<file path="src/rtl/clk_gate_ctrl.sv">
// rtl/clk_gate_ctrl.sv - APB low-power clock gate sequencer; optional auto-wake timer via CLK_GATE_AUTO_WAKE_EN
module clk_gate_ctrl #(
    parameter int                 CNT_W   = 8,
    parameter logic [CNT_W-1:0]   DLY_RST = 8'h10
) (
    input  logic        i_pad_clk,
    input  logic        clkrst,
    input  logic        psel,
    input  logic        penable,
    input  logic        pwrite,
    input  logic [3:0]  paddr,
    input  logic [31:0] pwdata,
    output logic [31:0] prdata,
    input  logic        cpu_lp_req,
    input  logic        wake_irq,
    output logic        lp_ack,
    output logic        gate_en0,
    output logic        gate_en1
);

    typedef enum logic [2:0] {
        ST_RUN   = 3'd0,
        ST_ENTER = 3'd1,
        ST_GATED = 3'd2,
        ST_EXIT  = 3'd3
    } state_t;

    state_t           state, state_n;
    logic [CNT_W-1:0] cnt, cnt_n;
    logic [CNT_W-1:0] dly;
    logic             lp_en, mode, mode_q, mode_n;
    logic [7:0]       wcnt;
    logic             wcnt_inc;
    logic             wr_en, rd_setup, stat_wr;
    logic [1:0]       addr;
    logic [31:0]      rd_mux;
    logic             unused_bits;

`ifdef CLK_GATE_AUTO_WAKE_EN
    logic [15:0] tmo, tmr;
    logic        tmo_flag, tmo_set, tmo_hit;
    // Timer hits when its decrement lands on zero, so GATED lasts exactly TMO cycles
    assign tmo_hit = (state == ST_GATED) && (tmr == 16'd1);
`else
    logic tmo_flag;
    assign tmo_flag = 1'b0;
`endif

    assign addr        = paddr[3:2];
    assign wr_en       = psel & penable & pwrite;
    assign rd_setup    = psel & ~penable & ~pwrite;
    assign stat_wr     = wr_en && (addr == 2'd2);
    assign unused_bits = ^{paddr[1:0], pwdata[31:CNT_W]};

    always_comb begin
        state_n  = state;
        cnt_n    = cnt;
        mode_n   = mode_q;
        wcnt_inc = 1'b0;
`ifdef CLK_GATE_AUTO_WAKE_EN
        tmo_set  = 1'b0;
`endif
        case (state)
            ST_RUN: begin
                if (lp_en && cpu_lp_req && !wake_irq) begin
                    state_n = ST_ENTER;
                    cnt_n   = dly;
                    mode_n  = mode;
                end
            end
            ST_ENTER: begin
                if (wake_irq || !cpu_lp_req) begin
                    state_n  = ST_RUN;
                    wcnt_inc = 1'b1;
                end else if (cnt == '0) begin
                    state_n = ST_GATED;
                end else begin
                    cnt_n = cnt - CNT_W'(1);
                end
            end
            ST_GATED: begin
                if (wake_irq || !cpu_lp_req) begin
                    state_n  = ST_EXIT;
                    cnt_n    = dly;
                    wcnt_inc = wake_irq;
                end
`ifdef CLK_GATE_AUTO_WAKE_EN
                else if (tmo_hit) begin
                    state_n = ST_EXIT;
                    cnt_n   = dly;
                    tmo_set = 1'b1;
                end
`endif
            end
            ST_EXIT: begin
                if (cnt == '0) begin
                    state_n = ST_RUN;
                end else begin
                    cnt_n = cnt - CNT_W'(1);
                end
            end
            default: state_n = ST_RUN;
        endcase
    end

    always_comb begin
        rd_mux = 32'd0;
        case (addr)
            2'd0: rd_mux = {30'd0, mode, lp_en};
            2'd1: rd_mux = {{(32-CNT_W){1'b0}}, dly};
            2'd2: rd_mux = {15'd0, tmo_flag, wcnt, 5'd0, state};
`ifdef CLK_GATE_AUTO_WAKE_EN
            2'd3: rd_mux = {16'd0, tmo};
`endif
            default: rd_mux = 32'd0;
        endcase
    end

    always_ff @(posedge i_pad_clk) begin
        if (clkrst) begin
            state    <= ST_RUN;
            cnt      <= '0;
            mode_q   <= 1'b0;
            lp_en    <= 1'b0;
            mode     <= 1'b0;
            dly      <= DLY_RST;
            wcnt     <= 8'd0;
            prdata   <= 32'd0;
            lp_ack   <= 1'b0;
            gate_en0 <= 1'b0;
            gate_en1 <= 1'b0;
`ifdef CLK_GATE_AUTO_WAKE_EN
            tmo      <= 16'd0;
            tmr      <= 16'd0;
            tmo_flag <= 1'b0;
`endif
        end else begin
            state  <= state_n;
            cnt    <= cnt_n;
            mode_q <= mode_n;
            // Outputs follow the next state so they align exactly with GATED residency
            lp_ack   <= (state_n == ST_GATED);
            gate_en0 <= (state_n == ST_GATED) && !mode_n;
            gate_en1 <= (state_n == ST_GATED) && mode_n;

            if (wr_en) begin
                case (addr)
                    2'd0: begin
                        lp_en <= pwdata[0];
                        mode  <= pwdata[1];
                    end
                    2'd1: dly <= pwdata[CNT_W-1:0];
`ifdef CLK_GATE_AUTO_WAKE_EN
                    2'd3: tmo <= pwdata[15:0];
`endif
                    default: ;
                endcase
            end

            if (stat_wr) begin
                wcnt <= 8'd0;
            end else if (wcnt_inc && (wcnt != 8'hFF)) begin
                wcnt <= wcnt + 8'd1;
            end

`ifdef CLK_GATE_AUTO_WAKE_EN
            if (state != ST_GATED && state_n == ST_GATED) begin
                tmr <= tmo;
            end else if (state == ST_GATED && tmr != 16'd0) begin
                tmr <= tmr - 16'd1;
            end
            if (stat_wr) begin
                tmo_flag <= 1'b0;
            end else if (tmo_set) begin
                tmo_flag <= 1'b1;
            end
`endif

            if (rd_setup) begin
                prdata <= rd_mux;
            end
        end
    end

endmodule

</file>
<file path="config.mk">
export PLATFORM = sky130hd
export DESIGN_NAME = clk_gate_ctrl
export DESIGN_NICKNAME = d
export VERILOG_FILES = /design/src/rtl/clk_gate_ctrl.sv
export SDC_FILE = /design/constraint.sdc
export NUM_CORES = 1
export LEC_CHECK = 0
export ABC_AREA = 1
export ABC_CLOCK_PERIOD_IN_PS = 1800
export BUFFER_PORTS_ARGS = -buffer_cell sky130_fd_sc_hd__buf_2
export CAP_MARGIN = 20
export CORE_UTILIZATION = 40
export DETAILED_ROUTE_END_ITERATION = 10
export PLACE_DENSITY = 0.71
export SKIP_CTS_REPAIR_TIMING = 1
export SLEW_MARGIN = 20
export SYNTH_ARGS = -nofsm -noshare
export SYNTH_HDL_FRONTEND = slang
export SYNTH_SLANG_ARGS = --single-unit
</file>
<file path="constraint.sdc">
create_clock -name i_pad_clk -period 1.8 [get_ports i_pad_clk]
set_input_delay 0.09 -clock i_pad_clk [delete_from_list [all_inputs] [get_ports i_pad_clk]]
set_output_delay 0.09 -clock i_pad_clk [all_outputs]
set_load 0.01 [all_outputs]
</file>
# After elaboration in Yosys (flattened, before gate mapping)

Index checks and enable logic that the tools add are counted.

Register bits: 65
Latch bits: 0
Memory bits (writable): 0
Bits in read-only memories: 0
Input bits: 43
Output and inout port bits: 35
Logic and storage cells: 64
Memories: 0

Add/sub/neg operators: 2
Multipliers: 0
Div/mod/pow operators: 0
Magnitude comparators: 0
Eq/ne operators: 10
Shifts and indexed selects: 0
Multiplexer cells: 17
Bitwise operators: 6
Reductions and logical operators: 18

Operators by type and width:

| operator            | number |
|---|---|
| $pmux 16 s3         | 1 |
| $mux 8              | 4 |
| $pmux 8 s4          | 1 |
| $mux 3              | 5 |
| $pmux 3 s4          | 1 |
| $eq 3x2->1 const B  | 3 |
| $add 8x1->8 const B | 1 |
| $logic_not 8->1     | 1 |
| $ne 8x8->1 const B  | 1 |
| $sub 8x1->8 const B | 1 |
| $logic_and 1x1->1   | 6 |
| $ne 2x2->1 const B  | 3 |
| $and 1x1->1         | 4 |
| $mux 1              | 4 |
| $reduce_and 2->1    | 2 |
| $reduce_and 4->1    | 1 |
| $reduce_bool 4->1   | 1 |
| $eq 3x1->1 const B  | 1 |
| $logic_not 1->1     | 3 |
| $logic_not 3->1     | 1 |
| $eq 2x1->1 const B  | 1 |
| $eq 2x2->1 const B  | 1 |
| $logic_not 2->1     | 1 |
| $not 1->1           | 2 |
| other kinds (3)     | 3 |

# Longest topological paths before layout

Gate-level depths: netlist of run 1.

Word-level depth: 6
Gate-level depth with buffers: 11
Mapped depth without buffers: 10

# Least setup slack after synthesis of run 1

Ideal clock, no wire load.

Path type: register to register
Start: reg cnt[0]
End: reg cnt[4]
Library setup time: 0.116 ns
Arrival time: 1.272 ns
Data required time: 1.684 ns
Slack: 0.412 ns
Stages on the path, launching flop included: 12
Path buffers: 1
Period minus slack after synthesis: 1.388 ns
Path through: dfxtp_1 > inv_1 > ha_1 > nand2_2 > nor2_2 > nand2_1 > nand2_2 > nand2_4 > inv_4 > buf_12 > nor2_2 > nor2_1

Word-level cells in the longest chain between the ends: 4
Elaborated cells between the ends (all ways): 5
Those cells by class: add/sub (1); mux (3); reduce/logical (1)

RTL lines:

| item                                                  | RTL line | RTL |
|---|---|---|
| from (decl)                                           | 29       | `logic [CNT_W-1:0] cnt, cnt_n;` |
| from (signal assigned)                                | 139      | `cnt <= cnt_n;` |
| $sub 8x1->8 / $logic_not 8->1 (equally long branches) | -        |  |
| $mux 8 *                                              | 75, 96   |  |
| $mux 8                                                | 72       | `if (wake_irq \|\| !cpu_lp_req) begin` |
| $pmux 8 s4 *                                          | 63       | `case (state)` |

Every way passes the cells marked *; elsewhere a longest branch is shown, timed or not. The select of a mux whose other input is x is not followed.
A chain may end at the register's enable or synchronous reset.

# Worst setup path in the final report of run 1

Start: reg cnt[0]
End: reg cnt[7]

The elaborated chain is that of the path after synthesis.

==> results of run 1 <==
[power breakdown]
part	leakage [µW]	total (µW)	internal [µW]	switching [µW]
sequential	0.000395	1100	1090	7.82
clock	0.0000385	635	276	360
combinational	0.000770	123	34.6	87.9
total	0.00120	1860	1400	455
[synthesized netlist by cell type (3+ instances only)]
| master | number |
|---|---|
| a21oi_1 | 28 |
| dfxtp_1 | 49 |
| nand3_2 | 3 |
| nor3_1 | 4 |
| nand2_1 | 69 |
| nor2_2 | 17 |
| nor2_1 | 37 |
| o21ai_0 | 27 |
| nand3_1 | 27 |
| buf_4 | 16 |
| o21ai_1 | 3 |
| inv_2 | 6 |
| clkbuf_1 | 3 |
| nand2_2 | 5 |
| inv_1 | 25 |
[logic make-up after synthesis]
group | Yosys count | share of synthesized area, %
and+or+nand+nor | 170 | 33.0
DFF | 49 | 39.8
AOI/OAI and AO/OA | 61 | 12.7
buffers and inverters | 55 | 11.9
xor gates and xnor gates | 4 | 1.42
other | 1 | 0.152
adders and majority gates | 2 | 1.02
[per-stage QoR]
step	area (µm²)	instances	util [%]	hold slack, ns	power [µW]
global route	2730	456	46.1	0.00818	1940
floorplan	2520	358	-	0.216	1230
finish	2730	456	46.1	0.0113	1860
global placement	2650	448	44.7	0.306	1240
detailed placement	2650	448	44.7	0.317	1250
CTS	2730	456	46.1	-0.00128	1880
[layout make-up]
cell class,instances,area (µm²)
fill,612,3190
clock buffer,7,76.3
clock inverter,1,7.51
sequential,49,981
timing repair buffer,37,190
tap,75,93.8
multi-input combinational,254,1250
inverter,33,131
[path summary, 6_finish.rpt]
| kind | slack [ns] | to | cells past startpoint |
|---|---|---|---|
| worst min-delay path | 0.01 | dly[3] | 3 |
| worst max register to register | 0.25 | cnt[7] | 10 |
| worst min register to register | 0.46 | prdata[8] | 2 |
| worst max-delay path | 0.25 | cnt[7] | 10 |
[layer usage]
layer	routed length, µm	track usage, %	part of all wire, %
met1	2440	21.5	48
met2	2260	27.4	44
met3	263	3.75	5.2
met4	116	6.79	2.3
met5	0	0	0
[layout by cell type (no fill, tap or decap)]
| cell | count |
|---|---|
| o21ai_2 | 2 |
| nand3_2 | 3 |
| ha_1 | 2 |
| o21ai_1 | 3 |
| a31oi_1 | 1 |
| clkbuf_1 | 2 |
| conb_1 | 17 |
| clkinv_4 | 1 |
| xor2_1 | 2 |
| nor2_4 | 2 |
| nand2_1 | 69 |
| inv_1 | 25 |
| clkbuf_8 | 5 |
| clkinvlp_4 | 1 |
| o21ai_0 | 27 |
| nor2_1 | 37 |
| nand3_4 | 1 |
| a21oi_1 | 28 |
| dfxtp_1 | 49 |
| buf_4 | 2 |
| nor3_1 | 4 |
| buf_2 | 35 |
| nor2_2 | 17 |
| nand2_2 | 5 |
| nand3_1 | 27 |
| inv_2 | 6 |
| nor3_4 | 1 |
| nand2_4 | 2 |
| xnor2_1 | 2 |
| inv_4 | 1 |
| or2_2 | 2 |
[worst reg2reg max path, stage by stage (launching register included)]
cell     delay (ns)
dfxtp_1        0.33
inv_1          0.10
ha_1           0.19
nand2_2        0.08
nor2_2         0.10
nand2_1        0.11
nand2_2        0.10
nand2_4        0.09
inv_4          0.17
nand2_1        0.07
a21oi_1        0.13
[flip-flops by register name (all words and copies together) (netlist names)]
| signal | count |
|---|---|
| mode_q | 1 |
| gate_en1 | 1 |
| gate_en0 | 1 |
| mode | 1 |
| state | 3 |
| prdata | 16 |
| dly | 8 |
| wcnt | 8 |
| cnt | 8 |
| lp_en | 1 |
| lp_ack | 1 |
==> results.toml, run 1 <==
[status]
status = "finished clean"

[setup_path]
cp.required_ns = 2.03
crit_chain = "inv_1, ha_1, nand2_2, nor2_2, nand2_1, nand2_2, nand2_4, inv_4, nand2_1, a21oi_1"
worstSetupEndpointType = "flip-flop"
r2r_start = "cnt[0]"
critical_path_arrival_ns = 1.78
crit_path_start_kind = "flip-flop"
timing.critical_path.buf_inv = 2
cpPeakStageDelay_ns = 0.33
cp_top_family = "simple AND/OR/NAND/NOR gates"
cp_slowest_cell = "dfxtp_1"
critPathMaxFanout = 11
crit_path_start = "cnt[0]"
path_class = "reg -> reg"

[timing]
worstMarginPinSlew_ns = 0.533
fmax_mhz = 645
fin_crit_sh_pct = 86.2
tns_ns = 0
hold_viol = 0
fin_crit_ns = 1.55
finalSetupViolCount = 0
max_slew_margin_pct = 64.4
finalClockSkew_ns = 0.00528
setup_ws_ns = 0.249
slew_violations = 0
rsz0062_at_grt = "false"

[clock_network]
cts_buffers = 5
path_clk_slew_ns = 0.09
cts_buffer_depth = 2
clk_root_buffer_cell = "clkbuf_8"
insertion_delay_ns = 0.30
cts_sinks = 49
cts_max_level = 2
cts_tree = "done"

[synth]
synth_top_flop_cell = "dfxtp_1"
async_flop_share_pct = 0
yosysUniqueCellTypes = 30
ys_ff_latch = 49
synth.top_cells.by_area = "dfxtp_1 40%, nand2_1 11%, a21oi_1 5.7%"
avgSynthCellArea_um2 = 7.20
netlist.top_cell.by_area = "dfxtp_1"
yosysWarnings = 0
synth_area_um2 = 2460
synth_top_area_share_pct = 39.8
yosysSeqAreaShare_pct = 39.8
synth_edf_count = 0
syn_inst = 342

[pwr]
ir_drop_mv = 0.404
cellPowerDensity_nw_per_um2 = 680
power_leakage_uw = 0.00120

[routing]
drcViolationCount = 0
vias_per_cell = 4.82
drt-total-wl_um = 5080
vias = 2198
drtIter0Drc = 146
first_pass_iters = 4
route.detailed.wl_per_inst_um = 11.1
antenna_left = 0

[die]
rows = 28
ios = 78
dieArea_um2 = 6480
die_height_um = 80.5
initial_core_util_pct = 41.6
core_um2 = 5920
chipWidth_um = 80.5

[global_routing]
grtUsageTotal_pct = 16.9
grt_pass1_vias = 1902
grt_pass1_wl_um = 8460
antenna_found_initial = 0
gr-total-overflow = 0
grt_max_degree = 23

[place]
io_buffers = 35
gp_congestion = 0.827
dp_hpwl_um = 3760
post-place-ws_ns = 0.276

[layout]
drive_above_1_share_pct = 22.6
antenna_cells = 0
syn2layout_area_growth_pct = 10.8
nNetsFinal = 425

[worst_hold_path]
hold_path.class = "in -> reg"
min-delay-start = "pwdata[3]"

[run]
drv_cap = 0
Note: power is estimated with default switching activity, not from simulation.
==> run 2: changes to the inputs <==
--- a/config.mk
+++ b/config.mk
@@ -8,10 +8,11 @@
 export ABC_AREA = 1
 export ABC_CLOCK_PERIOD_IN_PS = 1800
 export BUFFER_PORTS_ARGS = -buffer_cell sky130_fd_sc_hd__buf_2
-export CAP_MARGIN = 20
+export CORE_ASPECT_RATIO = 0.75
 export CORE_UTILIZATION = 40
 export DETAILED_ROUTE_END_ITERATION = 10
 export PLACE_DENSITY = 0.71
+export SETUP_SLACK_MARGIN = 0.02
 export SKIP_CTS_REPAIR_TIMING = 1
 export SLEW_MARGIN = 20
 export SYNTH_ARGS = -nofsm -noshare
==> results.toml, run 2 (synthesized netlist as in run 1, its figures left out) <==
[status]
status = "finished with violations"
violations = "hold timing"

[routing]
vias_per_cell = 4.89
antenna_left = 0
drt-total-wl_um = 5360
route.met2.wl_um = 2310
routed.top_layer = "met4"
drcViolationCount = 0
vias = 2240
dr_wl_met3_um = 311
first_pass_iters = 4
drtIter0Drc = 122
route.detailed.wl_per_inst_um = 11.7
met1_length_um = 2680

[pwr]
power_leakage_uw = 0.00121
ir_drop_mv = 0.365
power_uw = 1900
cellPowerDensity_nw_per_um2 = 692

[timing]
tns_ns = 0
hold_viol = 1
finalClockSkew_ns = 0.00820
fmax_mhz = 635
max_slew_margin_pct = 62.5
slew_violations = 0
setup_ws_ns = 0.226
whs_ns = -0.00713
fin_crit_ns = 1.57
worstMarginPinSlew_ns = 0.562
fin_crit_sh_pct = 87.5
finalSetupViolCount = 0
rsz0062_at_grt = "false"

[setup_path]
crit_path_start_kind = "flip-flop"
critical_path_arrival_ns = 1.82
worstSetupEndpointType = "flip-flop"
critPathMaxFanout = 11
path_class = "reg -> reg"
cp.required_ns = 2.04

[die]
chipWidth_um = 92.6
core_um2 = 5890
ios = 78
rows = 24
die_height_um = 70.0
initial_core_util_pct = 41.9
dieArea_um2 = 6480

[place]
place_area_um2 = 2650
io_buffers = 35
gp_congestion = 0.815
dp_hpwl_um = 3900
post-place-ws_ns = 0.236

[layout]
regMostFlops = "prdata"
layout_commonest_cell = "nand2_1"
largest_reg_flops = 16
drive_above_1_share_pct = 22.9
antenna_cells = 0
final_cell_mix = "69 x nand2_1, 49 x dfxtp_1, 37 x nor2_1"
syn2layout_area_growth_pct = 11.2
fin_util_pct = 46.6
final_area_um2 = 2740
nNetsFinal = 425

[clock_network]
insertion_delay_ns = 0.31
cts_buffers = 5
clk_root_buffer_cell = "clkbuf_8"
cts_sinks = 49
path_clk_slew_ns = 0.09
cts_buffer_depth = 2
cts_max_level = 2
cts_tree = "done"

[worst_hold_path]
hold_path.class = "in -> reg"

[global_routing]
grt_pass1_vias = 2052
antenna_found_initial = 0
grt_max_degree = 23
grt_pass1_wl_um = 9460
grtUsageTotal_pct = 18.3
gr-total-overflow = 0

[run]
drv_cap = 0
## run 2: routing by layer
metal  vias to the layer above  GRT usage [%]
met3                         7           4.47
met4                         0           5.13
li1                       1139              -
met2                        72           28.8
met1                      1022           24.9
met5                         -              0
## run 2: worst paths after layout
path / from / to / slack (ns) / cells past startpoint
min reg2reg: prdata[9] / prdata[9] / 0.47 / 2
max: cnt[0] / cnt[7] / 0.23 / 10
max reg2reg: cnt[0] / cnt[7] / 0.23 / 10
min: pwdata[4] / dly[4] / -0.007 / 3
## run 2: where the power goes
part / internal [µW] / switching [µW]
clock network: 304 / 366
registers: 1090 / 7.96
logic: 34.7 / 90.1
total: 1430 / 464
## run 2: layout make-up
class | count | area [µm²]
clock buffers | 6 | 82.6
clock inverters | 1 | 7.51
fillers | 611 | 3150
inverters | 33 | 131
multi-input cells | 254 | 1250
flip-flops and latches | 49 | 981
well taps | 78 | 97.6
repair buffers | 37 | 190
## run 2: critical path: stages (launching register included)
cell and delay, ns:
dfxtp_1 0.33, inv_1 0.09, ha_1 0.19, nand2_2 0.09
nor2_2 0.10, nand2_1 0.12, nand2_2 0.11, nand2_4 0.09
inv_4 0.18, nand2_1 0.08, a21oi_1 0.13
## run 2: per-stage QoR
step | hold slack [ns] | std cells
after detailed placement | 0.313 | 451
after global placement | 0.308 | 451
after CTS | -0.0101 | 458
after global routing | 0.0106 | 458
final | -0.00713 | 458
after floorplan | 0.216 | 358
==> run 3: changes to the inputs <==
--- a/config.mk
+++ b/config.mk
@@ -8,7 +8,7 @@
 export ABC_AREA = 1
 export ABC_CLOCK_PERIOD_IN_PS = 1800
 export BUFFER_PORTS_ARGS = -buffer_cell sky130_fd_sc_hd__buf_2
-export CORE_ASPECT_RATIO = 0.75
+export CORE_ASPECT_RATIO = 1.5
 export CORE_UTILIZATION = 40
 export DETAILED_ROUTE_END_ITERATION = 10
 export PLACE_DENSITY = 0.71
==> results.toml, run 3 (synthesized netlist as in run 1, its figures left out) <==
[status]
status = "finished clean"

[clock_network]
clk_root_buffer_cell = "clkbuf_8"
path_clk_slew_ns = 0.08
cts_buffers = 5
cts_buffer_depth = 2
cts_tree = "done"
insertion_delay_ns = 0.30
cts_sinks = 49
cts_max_level = 2

[routing]
drtIter0Drc = 62
first_pass_iters = 4
drcViolationCount = 0
antenna_left = 0
drt-total-wl_um = 5160
vias_per_cell = 4.85
route.detailed.wl_per_inst_um = 11.4
vias = 2193

[layout]
final_cell_mix = "69 x nand2_1, 49 x dfxtp_1, 37 x nor2_1"
antenna_cells = 0
regMostFlops = "prdata"
layout_commonest_cell = "nand2_1"
syn2layout_area_growth_pct = 10.8
drive_above_1_share_pct = 22.6
nNetsFinal = 425
largest_reg_flops = 16

[timing]
whs_ns = 0.0116
rsz0062_at_grt = "false"
setup_ws_ns = 0.219
hold_viol = 0
finalSetupViolCount = 0
fin_crit_ns = 1.58
max_slew_margin_pct = 63.3
slew_violations = 0
fmax_mhz = 632
tns_ns = 0
fin_crit_sh_pct = 87.8
finalClockSkew_ns = 0.00282
worstMarginPinSlew_ns = 0.550

[die]
die_height_um = 98.1
dieArea_um2 = 6480
ios = 78
chipWidth_um = 66.1
core_um2 = 5870
rows = 34
initial_core_util_pct = 42.0

[setup_path]
r2r_end = "cnt[7]"
cp.required_ns = 2.03
r2r_start = "cnt[0]"
crit_path_start_kind = "flip-flop"
critical_path_arrival_ns = 1.81
r2r_cells = 10
path_class = "reg -> reg"
worstSetupEndpointType = "flip-flop"
ff2ff_setup_slack_ns = 0.22
critPathMaxFanout = 11

[worst_hold_path]
min-delay-start = "pwdata[4]"
hold_path_end = "dly[4]"
worstHoldPathCells = 3
hold_path.class = "in -> reg"

[global_routing]
grtUsageTotal_pct = 17.8
grt_pass1_wl_um = 9060
grt_pass1_vias = 2010
gr-total-overflow = 0
grt_max_degree = 23
antenna_found_initial = 0

[place]
dp_hpwl_um = 3920
io_buffers = 35
gp_congestion = 0.889
post-place-ws_ns = 0.219

[pwr]
ir_drop_mv = 0.454
power_uw = 1870
cellPowerDensity_nw_per_um2 = 686
power_leakage_uw = 0.00121

[run]
drv_cap = 0
## run 3: cell count changes in the layout (fill, tap and decap cells not counted), sizes merged
cell,delta
clkbuf,+1
clkinvlp,-1
## run 3: power breakdown
group	switching [µW]	total [µW]	leakage, µW	internal [µW]
Sequential	7.56	1100	0.000395	1090
Combinational	88.3	123	0.000770	34.6
Clock	343	649	0.0000443	305
Total	439	1870	0.00121	1430
## run 3: layout make-up
cell class | count | area [µm²]
Clock buffer | 7 | 86.3
Inverter | 33 | 131
Tap cell | 72 | 90.1
Fill cell | 609 | 3140
Sequential cell | 49 | 981
Multi-Input combinational cell | 254 | 1250
Timing Repair Buffer | 37 | 190
## run 3: how the worst max path moves through the flow
stage	startpoint	to	slack, ns	cells after the start
floorplan	cnt[0]	cnt[4]	0.41	11
global placement	cnt[0]	cnt[7]	0.27	10
detailed placement	cnt[0]	cnt[7]	0.22	10
CTS	cnt[0]	cnt[7]	0.20	10
global route	cnt[0]	cnt[7]	0.09	10
finish	cnt[0]	cnt[7]	0.22	10
## run 3: per-layer routing
metal | up-vias | global-route usage (%) | wire length, µm
met5 | - | 0 | 0
met4 | 0 | 6.87 | 88
met3 | 9 | 3.15 | 162
met2 | 46 | 31.3 | 2630
met1 | 999 | 20.9 | 2280
li1 | 1139 | - | -
## run 3: worst max-delay path, cell delays in order (launching register included)
cell and delay (ns):
dfxtp_1 0.33, inv_1 0.11, ha_1 0.19, nand2_2 0.08
nor2_2 0.10, nand2_1 0.12, nand2_2 0.11, nand2_4 0.09
inv_4 0.18, nand2_1 0.07, a21oi_1 0.13
## run 3: stage by stage
stage | area (µm²) | instances | util [%]
floorplan | 2520 | 358 | -
global placement | 2640 | 445 | 45.0
CTS | 2730 | 452 | 46.5
global route | 2730 | 452 | 46.5
finish | 2730 | 452 | 46.5
detailed placement | 2640 | 445 | 45.0
